[src/rtl/player_state_tx_if.sv]
`default_nettype none
// ============================================================================
// Module      : player_state_tx_if
// Description : Port bundle for player_state_tx. The master side supplies the
//               frame trigger and the local player's state; the slave side
//               (the transmitter) returns the serial line and its status.
// Revision    : 1.0 - initial release
// ============================================================================
interface player_state_tx_if;
    logic       vsync;
    logic       enable;
    logic [1:0] player_direction;
    logic [8:0] player_loc_x;
    logic [8:0] player_loc_y;
    logic       chop;
    logic       carry;
    logic       tx;
    logic       busy;
    logic       pkt_sent;
    logic [7:0] drop_count;

    modport master (
        output vsync, enable, player_direction, player_loc_x, player_loc_y,
               chop, carry,
        input  tx, busy, pkt_sent, drop_count
    );

    modport slave (
        input  vsync, enable, player_direction, player_loc_x, player_loc_y,
               chop, carry,
        output tx, busy, pkt_sent, drop_count
    );
endinterface
`default_nettype wire

[src/rtl/player_state_tx.sv]
`default_nettype none
// ============================================================================
// Module      : player_state_tx
// Description : Once per video frame, snapshots the local player's direction,
//               location and chop/carry buttons and sends them to the peer
//               board as a 5-byte checksummed packet on a single-wire serial
//               line (start, 8 data bits LSB first, stop).
//               Optional macro PLAYER_TX_PARITY_EN adds an even-parity bit
//               between data bit 7 and the stop bit.
// Revision    : 1.0 - initial release
// ============================================================================
module player_state_tx #(
    parameter int         CLKS_PER_BIT = 565,
    parameter logic [7:0] SYNC_BYTE    = 8'hA5
) (
    input  wire              clk,
    input  wire              reset,
    player_state_tx_if.slave bus
);

    localparam logic [15:0] c_bit_last  = 16'(CLKS_PER_BIT - 1);
    localparam logic [2:0]  c_last_byte = 3'd4;
    localparam logic [2:0]  c_last_bit  = 3'd7;

    typedef enum logic [2:0] {
        S_IDLE   = 3'd0,
        S_START  = 3'd1,
        S_DATA   = 3'd2,
`ifdef PLAYER_TX_PARITY_EN
        S_PARITY = 3'd3,
`endif
        S_STOP   = 3'd4
    } state_t;

    // vsync synchronizer: [0] and [1] are the two sync flops, [2] is the
    // previous synchronized value used for edge detection.
    logic [2:0]  r_sync;
    logic        w_fall;
    logic        w_start;
    logic        w_drop;

    state_t      r_state;
    state_t      w_state_nx;
    logic [15:0] r_timer;
    logic [15:0] w_timer_nx;
    logic [2:0]  r_bit;
    logic [2:0]  w_bit_nx;
    logic [2:0]  r_byte;
    logic [2:0]  w_byte_nx;
    logic        w_bit_end;
    logic        w_last_stop;

    logic [7:0]  r_b1;
    logic [7:0]  r_b2;
    logic [7:0]  r_b3;
    logic [7:0]  w_cur_byte;

    logic        r_tx;
    logic        r_busy;
    logic        r_pkt;
    logic [7:0]  r_drop;

    // Two-flop synchronizer plus a history flop for falling-edge detection.
    always_ff @(posedge clk) begin
        if (reset) begin
            r_sync <= 3'b111;
        end else begin
            r_sync <= {r_sync[1:0], bus.vsync};
        end
    end

    assign w_fall  = r_sync[2] & ~r_sync[1];
    // The busy flag is still high on the pkt_sent cycle even though the state
    // machine is already back in IDLE, so a trigger there is counted as lost.
    assign w_start = w_fall & bus.enable & ~r_busy & (r_state == S_IDLE);
    assign w_drop  = w_fall & bus.enable & (r_busy | (r_state != S_IDLE));

    // Snapshot the player state into the three payload bytes at packet start.
    always_ff @(posedge clk) begin
        if (reset) begin
            r_b1 <= 8'h00;
            r_b2 <= 8'h00;
            r_b3 <= 8'h00;
        end else if (w_start) begin
            r_b1 <= {2'b00, bus.carry, bus.chop, bus.player_direction,
                     bus.player_loc_x[8], bus.player_loc_y[8]};
            r_b2 <= bus.player_loc_x[7:0];
            r_b3 <= bus.player_loc_y[7:0];
        end
    end

    // Select the byte currently on the wire; byte 4 is the XOR checksum.
    always_comb begin
        w_cur_byte = SYNC_BYTE;
        case (r_byte)
            3'd1:    w_cur_byte = r_b1;
            3'd2:    w_cur_byte = r_b2;
            3'd3:    w_cur_byte = r_b3;
            3'd4:    w_cur_byte = r_b1 ^ r_b2 ^ r_b3;
            default: w_cur_byte = SYNC_BYTE;
        endcase
    end

    // State register together with the bit timer, bit index and byte index.
    always_ff @(posedge clk) begin
        if (reset) begin
            r_state <= S_IDLE;
            r_timer <= 16'd0;
            r_bit   <= 3'd0;
            r_byte  <= 3'd0;
        end else begin
            r_state <= w_state_nx;
            r_timer <= w_timer_nx;
            r_bit   <= w_bit_nx;
            r_byte  <= w_byte_nx;
        end
    end

    assign w_bit_end   = (r_timer == 16'd0);
    assign w_last_stop = (r_state == S_STOP) && w_bit_end && (r_byte == c_last_byte);

    // Next-state logic: every non-idle state holds one bit period per bit.
    always_comb begin
        w_state_nx = r_state;
        w_timer_nx = r_timer;
        w_bit_nx   = r_bit;
        w_byte_nx  = r_byte;
        case (r_state)
            S_IDLE: begin
                if (w_start) begin
                    w_state_nx = S_START;
                    w_timer_nx = c_bit_last;
                    w_bit_nx   = 3'd0;
                    w_byte_nx  = 3'd0;
                end
            end
            S_START: begin
                if (w_bit_end) begin
                    w_state_nx = S_DATA;
                    w_timer_nx = c_bit_last;
                    w_bit_nx   = 3'd0;
                end else begin
                    w_timer_nx = r_timer - 16'd1;
                end
            end
            S_DATA: begin
                if (w_bit_end) begin
                    w_timer_nx = c_bit_last;
                    if (r_bit == c_last_bit) begin
`ifdef PLAYER_TX_PARITY_EN
                        w_state_nx = S_PARITY;
`else
                        w_state_nx = S_STOP;
`endif
                    end else begin
                        w_bit_nx = r_bit + 3'd1;
                    end
                end else begin
                    w_timer_nx = r_timer - 16'd1;
                end
            end
`ifdef PLAYER_TX_PARITY_EN
            S_PARITY: begin
                if (w_bit_end) begin
                    w_state_nx = S_STOP;
                    w_timer_nx = c_bit_last;
                end else begin
                    w_timer_nx = r_timer - 16'd1;
                end
            end
`endif
            S_STOP: begin
                if (w_bit_end) begin
                    if (r_byte == c_last_byte) begin
                        w_state_nx = S_IDLE;
                    end else begin
                        w_state_nx = S_START;
                        w_timer_nx = c_bit_last;
                        w_byte_nx  = r_byte + 3'd1;
                    end
                end else begin
                    w_timer_nx = r_timer - 16'd1;
                end
            end
            default: begin
                w_state_nx = S_IDLE;
            end
        endcase
    end

    // Line and status flops follow the state one cycle later so tx is a clean
    // register output and busy/pkt_sent line up with what is on the wire.
    always_ff @(posedge clk) begin
        if (reset) begin
            r_tx   <= 1'b1;
            r_busy <= 1'b0;
            r_pkt  <= 1'b0;
        end else begin
            r_busy <= (r_state != S_IDLE);
            r_pkt  <= w_last_stop;
            case (r_state)
                S_START:  r_tx <= 1'b0;
                S_DATA:   r_tx <= w_cur_byte[r_bit];
`ifdef PLAYER_TX_PARITY_EN
                S_PARITY: r_tx <= ^w_cur_byte;
`endif
                default:  r_tx <= 1'b1;
            endcase
        end
    end

    // Saturating count of enabled triggers lost to an in-flight packet.
    always_ff @(posedge clk) begin
        if (reset) begin
            r_drop <= 8'd0;
        end else if (w_drop && (r_drop != 8'hFF)) begin
            r_drop <= r_drop + 8'd1;
        end
    end

    assign bus.tx         = r_tx;
    assign bus.busy       = r_busy;
    assign bus.pkt_sent   = r_pkt;
    assign bus.drop_count = r_drop;

endmodule
`default_nettype wire
[src/flat_wrapper.sv]
// flat-port wrapper written by rule: the top's interface ports become plain ports
module player_state_tx_flat 
#(
    parameter int         CLKS_PER_BIT = 565,
    parameter logic [7:0] SYNC_BYTE    = 8'hA5
)
  (clk, reset, bus_vsync, bus_enable, bus_player_direction, bus_player_loc_x, bus_player_loc_y, bus_chop, bus_carry, bus_tx, bus_busy, bus_pkt_sent, bus_drop_count);
  player_state_tx_if bus_i ();
  input  wire clk;
  input  wire reset;
  input wire logic [$bits(bus_i.vsync)-1:0] bus_vsync;
  input wire logic [$bits(bus_i.enable)-1:0] bus_enable;
  input wire logic [$bits(bus_i.player_direction)-1:0] bus_player_direction;
  input wire logic [$bits(bus_i.player_loc_x)-1:0] bus_player_loc_x;
  input wire logic [$bits(bus_i.player_loc_y)-1:0] bus_player_loc_y;
  input wire logic [$bits(bus_i.chop)-1:0] bus_chop;
  input wire logic [$bits(bus_i.carry)-1:0] bus_carry;
  output wire logic [$bits(bus_i.tx)-1:0] bus_tx;
  output wire logic [$bits(bus_i.busy)-1:0] bus_busy;
  output wire logic [$bits(bus_i.pkt_sent)-1:0] bus_pkt_sent;
  output wire logic [$bits(bus_i.drop_count)-1:0] bus_drop_count;
  assign bus_i.vsync = bus_vsync;
  assign bus_i.enable = bus_enable;
  assign bus_i.player_direction = bus_player_direction;
  assign bus_i.player_loc_x = bus_player_loc_x;
  assign bus_i.player_loc_y = bus_player_loc_y;
  assign bus_i.chop = bus_chop;
  assign bus_i.carry = bus_carry;
  assign bus_tx = bus_i.tx;
  assign bus_busy = bus_i.busy;
  assign bus_pkt_sent = bus_i.pkt_sent;
  assign bus_drop_count = bus_i.drop_count;
  player_state_tx #(.CLKS_PER_BIT(CLKS_PER_BIT), .SYNC_BYTE(SYNC_BYTE)) u_core (.clk(clk), .reset(reset), .bus(bus_i));
endmodule
[config.mk]
export PLATFORM = sky130hd
export DESIGN_NAME = player_state_tx_flat
export DESIGN_NICKNAME = d
export VERILOG_FILES = /design/src/rtl/player_state_tx_if.sv /design/src/rtl/player_state_tx.sv /design/src/flat_wrapper.sv
export SDC_FILE = /design/constraint.sdc
export NUM_CORES = 1
export LEC_CHECK = 0
export ABC_AREA = 1
export CAP_MARGIN = 0
export CORE_MARGIN = 2
export CORE_UTILIZATION = 40
export CTS_CLUSTER_SIZE = 16
export DETAILED_ROUTE_END_ITERATION = 16
export HOLD_SLACK_MARGIN = 0.02
export PLACE_DENSITY_LB_ADDON = 0.2
export SKIP_LAST_GASP = 1
export SLEW_MARGIN = 10
export SYNTH_ARGS = -nofsm -noshare
export SYNTH_HDL_FRONTEND = slang
export SYNTH_SLANG_ARGS = --single-unit
[constraint.sdc]
create_clock -name clk -period 2.1 [get_ports clk]
set_clock_uncertainty 0.1 [all_clocks]
set_input_delay 0.315 -clock clk [delete_from_list [all_inputs] [get_ports clk]]
set_output_delay 0.315 -clock clk [all_outputs]
set_load 0.05 [all_outputs]
==> key figures, run 1 <==
Placed design
  • Dpl cell area: 3994 sq um
  • Dpl cells: 664
  • Hpwl dp: 5805 um
  • Port Buffers: 36
  • Routability-driven placement congestion ratio: 0.8444
  • Pre-CTS setup slack: -18.91 ps

Timing
  • Final Max Slew Viols: 0
  • Final Hold Viols: 0
  • Worst slew margin: 0.6071
  • Final setup viols: 0
  • Fin crit share: 0.9621
  • Tightest Pin Transition: 588.5 ps
  • Peak Freq: 494.9 MHz
  • Final Critical Period: 2021 ps
  • RSZ-0062 raised after global routing: false
  • Final setup margin: 79.49 ps
  • WHS: 316.1 ps
  • Setup Total Neg Slack: 0 ps

Worst setup path
  • Reg2Reg Setup Slack: 160 ps
  • CP Capture Type: output port
  • Cell family with most CP delay: buffers and inverters
  • WP depth: 1
  • Critical-path top delay cell: clkdlybuf4s50_1
  • Crit path required time: 1680 ps
  • CP Capture Point: bus_drop_count[2]
  • Crit-path max FO: 5
  • Setup crit start: u_core.bus.drop_count[2]
  • Critical Path AT: 1610 ps
  • Worst path max stage delay: 850 ps
  • Critical-path cell list: clkdlybuf4s50_1
  • Startpoint types: register
  • CP Class: reg2out
  • Reg-to-reg endpoint: u_core.r_byte[0]
  • Worst R2R Start: u_core.r_byte[0]
  • CP Buf/Inv Count: 1
  • FF-to-FF path depth: 8

Floorplan
  • FP Rows: 34
  • Chip width: 97.87 um
  • Core footprint: 8636 sq um
  • IO Pins: 37
  • Initial Utilization: 0.4081
  • Die area: 9579 sq um
  • Die H: 97.87 um

Drt
  • Vias after detailed routing: 3334
  • Initial DRC count: 97
  • Post-route ant nets: 0
  • WL final: 8101 um
  • Via density: 4.910
  • First drt pass iteration count: 4
  • Avg WL per Cell: 11.93 um
  • DRC Markers: 0

Clock tree
  • Clock Latency Late Sink: 340 ps
  • Root Driver: clkbuf_8
  • Total CTS buffers: 9
  • Bufs on Longest Clock Path: 2
  • Sink Count: 61
  • Post-CTS Setup Bufs: 0
  • Cts hold-fix bufs: 0
  • CTS tree: done
  • Reg clk slew, reported paths: 70 ps
  • Htree depth: 3

GRT
  • Vias in the first global route: 3128
  • First-pass GRT wire length: 13830 um
  • Initial antenna violation count: 0
  • Global Route Usage Sum: 0.1722
  • GRT overflow: 0
  • Pin count of the biggest net entering global routing: 42

Yosys
  • Avg Inst Size Synth: 6.675 sq um
  • Yosys cell types: 36
  • Mux cell area share after synthesis: 0
  • Post-synthesis xor/xnor area fraction: 0.01242
  • Simple logic cell fraction of the synthesized area: 0.3632
  • Synth Register Bits: 61
  • Seq/Total Area, Yosys: 0.3465
  • Compound-cell area share of the yosys netlist: 0.1523
  • Post-Syn Area: 3525 sq um
  • Largest family of logic cells by synthesized area: simple AND/OR/NAND/NOR gates
  • Post-Syn Instances: 528
  • Post-synthesis adder-cell area fraction: 0.03195
  • Net Count, Synth: 563
  • Synth Warn #: 0

Layout
  • Most frequent cells in the layout: nand2_1, dfxtp_1, nor2_1
  • Post-route insts no fill: 679
  • Final instance area: 4212 sq um
  • Fillers: 893
  • Layout cell share with drive strength beyond 1: 0.1313
  • Area grow syn2layout: 19.49%
  • Nets: 602
  • Most common cell after layout, fill and taps aside: nand2_1
  • Final core utilization: 0.4877
  • Antenna cell count: 0

Power
  • Power density over cell area: 1456 nW/um^2
  • Power, Total: 6.130 mW
  • Sw Share: 0.4608
  • Cell Int Power: 3.305 mW
  • Logic pwr share: 0.543
  • Leakage: 1.748 nW
  • Sequential share of power: 0.267
  • IR drop worst, VDD: 1.048 mV
  • Clk pwr share: 0.190
  • Psw: 2.825 mW

Worst hold path
  • Hold WC Path Type: reg2reg

Status
  • Status: finished clean

Flow run
  • Max cap viols: 0
timing repair:
action,4_1_cts,5_1_grt
endpoints found under the hold margin,0,0
gates resized for setup,0,1
endpoints found under the setup margin,0,2
synthesized netlist by cell type (all sizes together):
master | instances | area (sq um)
nor2 | 66 | 272.8
buf | 7 | 52.54
clkbuf | 9 | 33.78
nand3b | 5 | 37.54
a21oi | 56 | 325.3
ha | 9 | 112.6
a21o | 3 | 22.52
o21bai | 1 | 7.510
xnor2 | 1 | 8.760
nand2 | 136 | 550.5
dfxtp | 61 | 1221
nor3 | 6 | 35.03
nand3 | 41 | 240.2
clkinv | 1 | 3.750
xor2 | 4 | 35.03
and3 | 1 | 6.260
o21ai | 34 | 173.9
o211ai | 1 | 7.510
nand4 | 17 | 106.4
inv | 64 | 240.2
or2 | 5 | 31.28
power groups by stage:
stage	clock network, mW	logic [mW]	registers (mW)
after global routing	1.24	3.78	1.67
after global placement	0	3.28	1.65
after CTS	1.20	3.35	1.63
after floorplan	0	2.75	1.65
after detailed placement	0	3.33	1.65
final	1.17	3.33	1.63
flip-flops by register name, indices dropped and copies added (netlist names):
name,count
u_core.r_b3,8
u_core.r_state,3
u_core.bus.drop_count,8
u_core.r_b2,8
u_core.r_byte,3
u_core.r_b1,6
u_core.bus.tx,1
u_core.bus.busy,1
u_core.r_bit,3
u_core.r_timer,16
u_core.bus.pkt_sent,1
u_core.r_sync,3
kinds of logic (layout without fill, tap and decap cells):
kind of cell	count (synthesis)	after routing
adder cells (fa/ha/maj)	9	9
AO/OA/AOI/OAI	95	95
flip-flops	61	61
XOR/XNOR	5	5
buffers and inverters	81	124
AND/OR/NAND/NOR	277	277
metal layers:
| metal | routed length [um] | vias up | track usage |
|---|---|---|---|
| met4 | 154 | 0 | 0.07158 |
| li1 | - | 1780 | - |
| met3 | 276 | 14 | 0.03651 |
| met1 | 3981 | 1492 | 0.2164 |
| met5 | 0 | - | 0 |
| met2 | 3689 | 48 | 0.2866 |
final cells by class:
type	instances	area, sq um	area share
Clock inverter	4	72.57	0.01723
Sequential cell	61	1221	0.2900
Clock buffer	11	141.4	0.03357
Multi-Input combinational cell	386	1973	0.4685
Tap cell	108	135.1	0.03209
Inverter	65	247.7	0.05882
Timing Repair Buffer	44	420.4	0.09982
worst min path at each step:
stage	endpoint	slack, ps	startpoint	cells after the start
after CTS	u_core.r_sync[1]	320	u_core.r_sync[0]	1
after global routing	u_core.r_sync[1]	330	u_core.r_sync[0]	1
after floorplan	u_core.r_sync[1]	290	u_core.r_sync[0]	1
after detailed placement	u_core.r_sync[1]	300	u_core.r_sync[0]	1
final	u_core.r_sync[1]	320	u_core.r_sync[0]	1
after global placement	u_core.r_sync[1]	290	u_core.r_sync[0]	1
Power figures use the tool's default switching activity.
==> run 2, diff against run 1 <==
==> constraint.sdc (replaced) <==
create_clock -name clk -period 2.3 [get_ports clk]
set_clock_uncertainty 0.1 [all_clocks]
set_input_delay 0.345 -clock clk [delete_from_list [all_inputs] [get_ports clk]]
set_output_delay 0.345 -clock clk [all_outputs]
set_load 0.05 [all_outputs]
==> run 2 against run 1 <==
Register-to-register slack better by 200 ps. Combinational power down 11%. Via count decreased by 0.75%. Core utilization decreased by 0.55 points.
==> key figures, run 2 (synthesized netlist as in run 1, its figures left out) <==
Status
  • Status: finished clean (unchanged)

Power
  • Power, Total: 5.417 mW (was 6.130 mW)
  • IR drop worst, VDD: 1.089 mV (was 1.048 mV)
  • Power density over cell area: 1301 nW/um^2 (was 1456 nW/um^2)
  • Leakage: 1.728 nW (was 1.748 nW)

Worst setup path
  • Crit-path max FO: 5 (unchanged)
  • CP Class: reg2out (unchanged)
  • Crit path required time: 1860 ps (was 1680 ps)
  • Critical-path cell list: clkdlybuf4s50_1 (unchanged)
  • Critical-path top delay cell: clkdlybuf4s50_1 (unchanged)
  • Critical Path AT: 1600 ps (was 1610 ps)
  • CP Capture Type: output port (unchanged)
  • Worst R2R Start: u_core.r_timer[0] (was u_core.r_byte[0])
  • Setup crit start: u_core.bus.drop_count[5] (was u_core.bus.drop_count[2])
  • CP Buf/Inv Count: 1 (unchanged)
  • Worst path max stage delay: 840 ps (was 850 ps)
  • Cell family with most CP delay: buffers and inverters (unchanged)
  • Startpoint types: register (unchanged)

Floorplan
  • Die H: 97.87 um (unchanged)
  • Chip width: 97.87 um (unchanged)
  • Initial Utilization: 0.4081 (unchanged)
  • FP Rows: 34 (unchanged)
  • IO Pins: 37 (unchanged)
  • Die area: 9579 sq um (unchanged)
  • Core footprint: 8636 sq um (unchanged)

Timing
  • RSZ-0062 raised after global routing: false (unchanged)
  • Final setup viols: 0 (unchanged)
  • Final Critical Period: 2041 ps
  • Worst slew margin: 0.6005 (was 0.6071)
  • Fin crit share: 0.8872
  • Setup Total Neg Slack: 0 ps (unchanged)
  • Tightest Pin Transition: 598.4 ps (was 588.5 ps)
  • Final Max Slew Viols: 0 (unchanged)
  • Peak Freq: 490.1 MHz
  • Final Hold Viols: 0 (unchanged)

Worst hold path
  • Hold path startpoint: u_core.r_sync[0] (unchanged)
  • Hold WC Path Type: reg2reg (unchanged)

Drt
  • WL final: 7946 um (was 8101 um)
  • Post-route ant nets: 0 (unchanged)
  • Initial DRC count: 121 (was 97)
  • Avg WL per Cell: 11.74 um (was 11.93 um)
  • DRC Markers: 0 (unchanged)
  • Via density: 4.888 (was 4.910)
  • First drt pass iteration count: 4 (unchanged)
  • Vias after detailed routing: 3309 (was 3334)

Clock tree
  • Bufs on Longest Clock Path: 2 (unchanged)
  • Total CTS buffers: 9 (unchanged)
  • Post_cts resized: 0 (unchanged)
  • Cts hold-fix bufs: 0 (unchanged)
  • CTS tree: done (unchanged)
  • Reg clk slew, reported paths: 70 ps (about the same)
  • Sink Count: 61 (unchanged)
  • Htree depth: 3 (unchanged)
  • Clock Latency Late Sink: 340 ps (about the same)
  • Root Driver: clkbuf_8 (unchanged)
  • Post-CTS Setup Bufs: 0 (unchanged)

Layout
  • Nets: 599 (was 602)
  • Most frequent cells in the layout: nand2_1, dfxtp_1, nor2_1 (unchanged)
  • Antenna cell count: 0 (unchanged)
  • Area grow syn2layout: 18.14% (was 19.49%)
  • Layout cell share with drive strength beyond 1: 0.1248 (was 0.1313)
  • Reg with most FFs: u_core.r_timer (unchanged)
  • Max FFs per register: 16 (unchanged)
  • Most common cell after layout, fill and taps aside: nand2_1 (unchanged)

Placed design
  • Hpwl dp: 5597 um (was 5805 um)
  • Port Buffers: 36 (unchanged)
  • Routability-driven placement congestion ratio: 0.8492 (was 0.8444)

GRT
  • Pin count of the biggest net entering global routing: 42 (unchanged)
  • GRT overflow: 0 (unchanged)
  • First-pass GRT wire length: 13630 um (was 13830 um)
  • Global Route Usage Sum: 0.1698 (was 0.1722)
  • Initial antenna violation count: 0 (unchanged)
  • Vias in the first global route: 2968 (was 3128)

Flow run
  • Max cap viols: 0 (unchanged)
run 2: cell types whose count changed in the layout (fill, tap and decap cells not counted):
cell | before | now
bufinv_16 | 2 | 1
clkinv_2 | 1 | 2
clkinvlp_4 | 2 | 1
clkbuf_1 | 1 | 2
buf_4 | 8 | 5
clkinv_1 | 0 | 1
run 2: cell type report:
class | count | area (sq um)
Timing Repair Buffer | 41 | 397.9
Clock inverter | 4 | 47.55
Tap cell | 108 | 135.1
Inverter | 65 | 244.0
Clock buffer | 12 | 145.1
Sequential cell | 61 | 1221
Multi-Input combinational cell | 386 | 1973
Fill cell | 879 | 4472
run 2: worst paths after layout:
| path | to | slack [ps] | depth (start not counted) |
|---|---|---|---|
| worst max register to register | u_core.r_timer[9] | 360 | 9 |
| worst max-delay path | bus_drop_count[5] | 260 | 1 |
| worst min register to register | u_core.r_sync[1] | 310 | 1 |
| worst min-delay path | u_core.r_sync[1] | 310 | 1 |
run 2: power breakdown:
group | switching (mW) | internal, mW
combinational | 1.91 | 1.06
sequential | 0.217 | 1.28
clock | 0.422 | 0.527
total | 2.55 | 2.87
run 2: metal layers:
metal	GRT usage	vias up	routed length, um
met5	0	-	0
met4	0.06731	0	138
met3	0.03508	12	287
met2	0.2771	45	3648
met1	0.2199	1470	3871
li1	-	1782	-
run 2: stage by stage:
stage	setup WS [ps]	std cells	hold slack [ps]	utilization	cell area, sq um
final	259.4	677	311.6	0.4822	4164
after global routing	180.4	677	327.9	0.4822	4164
after CTS	238.5	677	313.2	0.4822	4164
after detailed placement	116.8	661	296.3	0.4599	3971
after global placement	166.9	661	296.2	0.4599	3971
after floorplan	639.5	528	289.5	-	3525
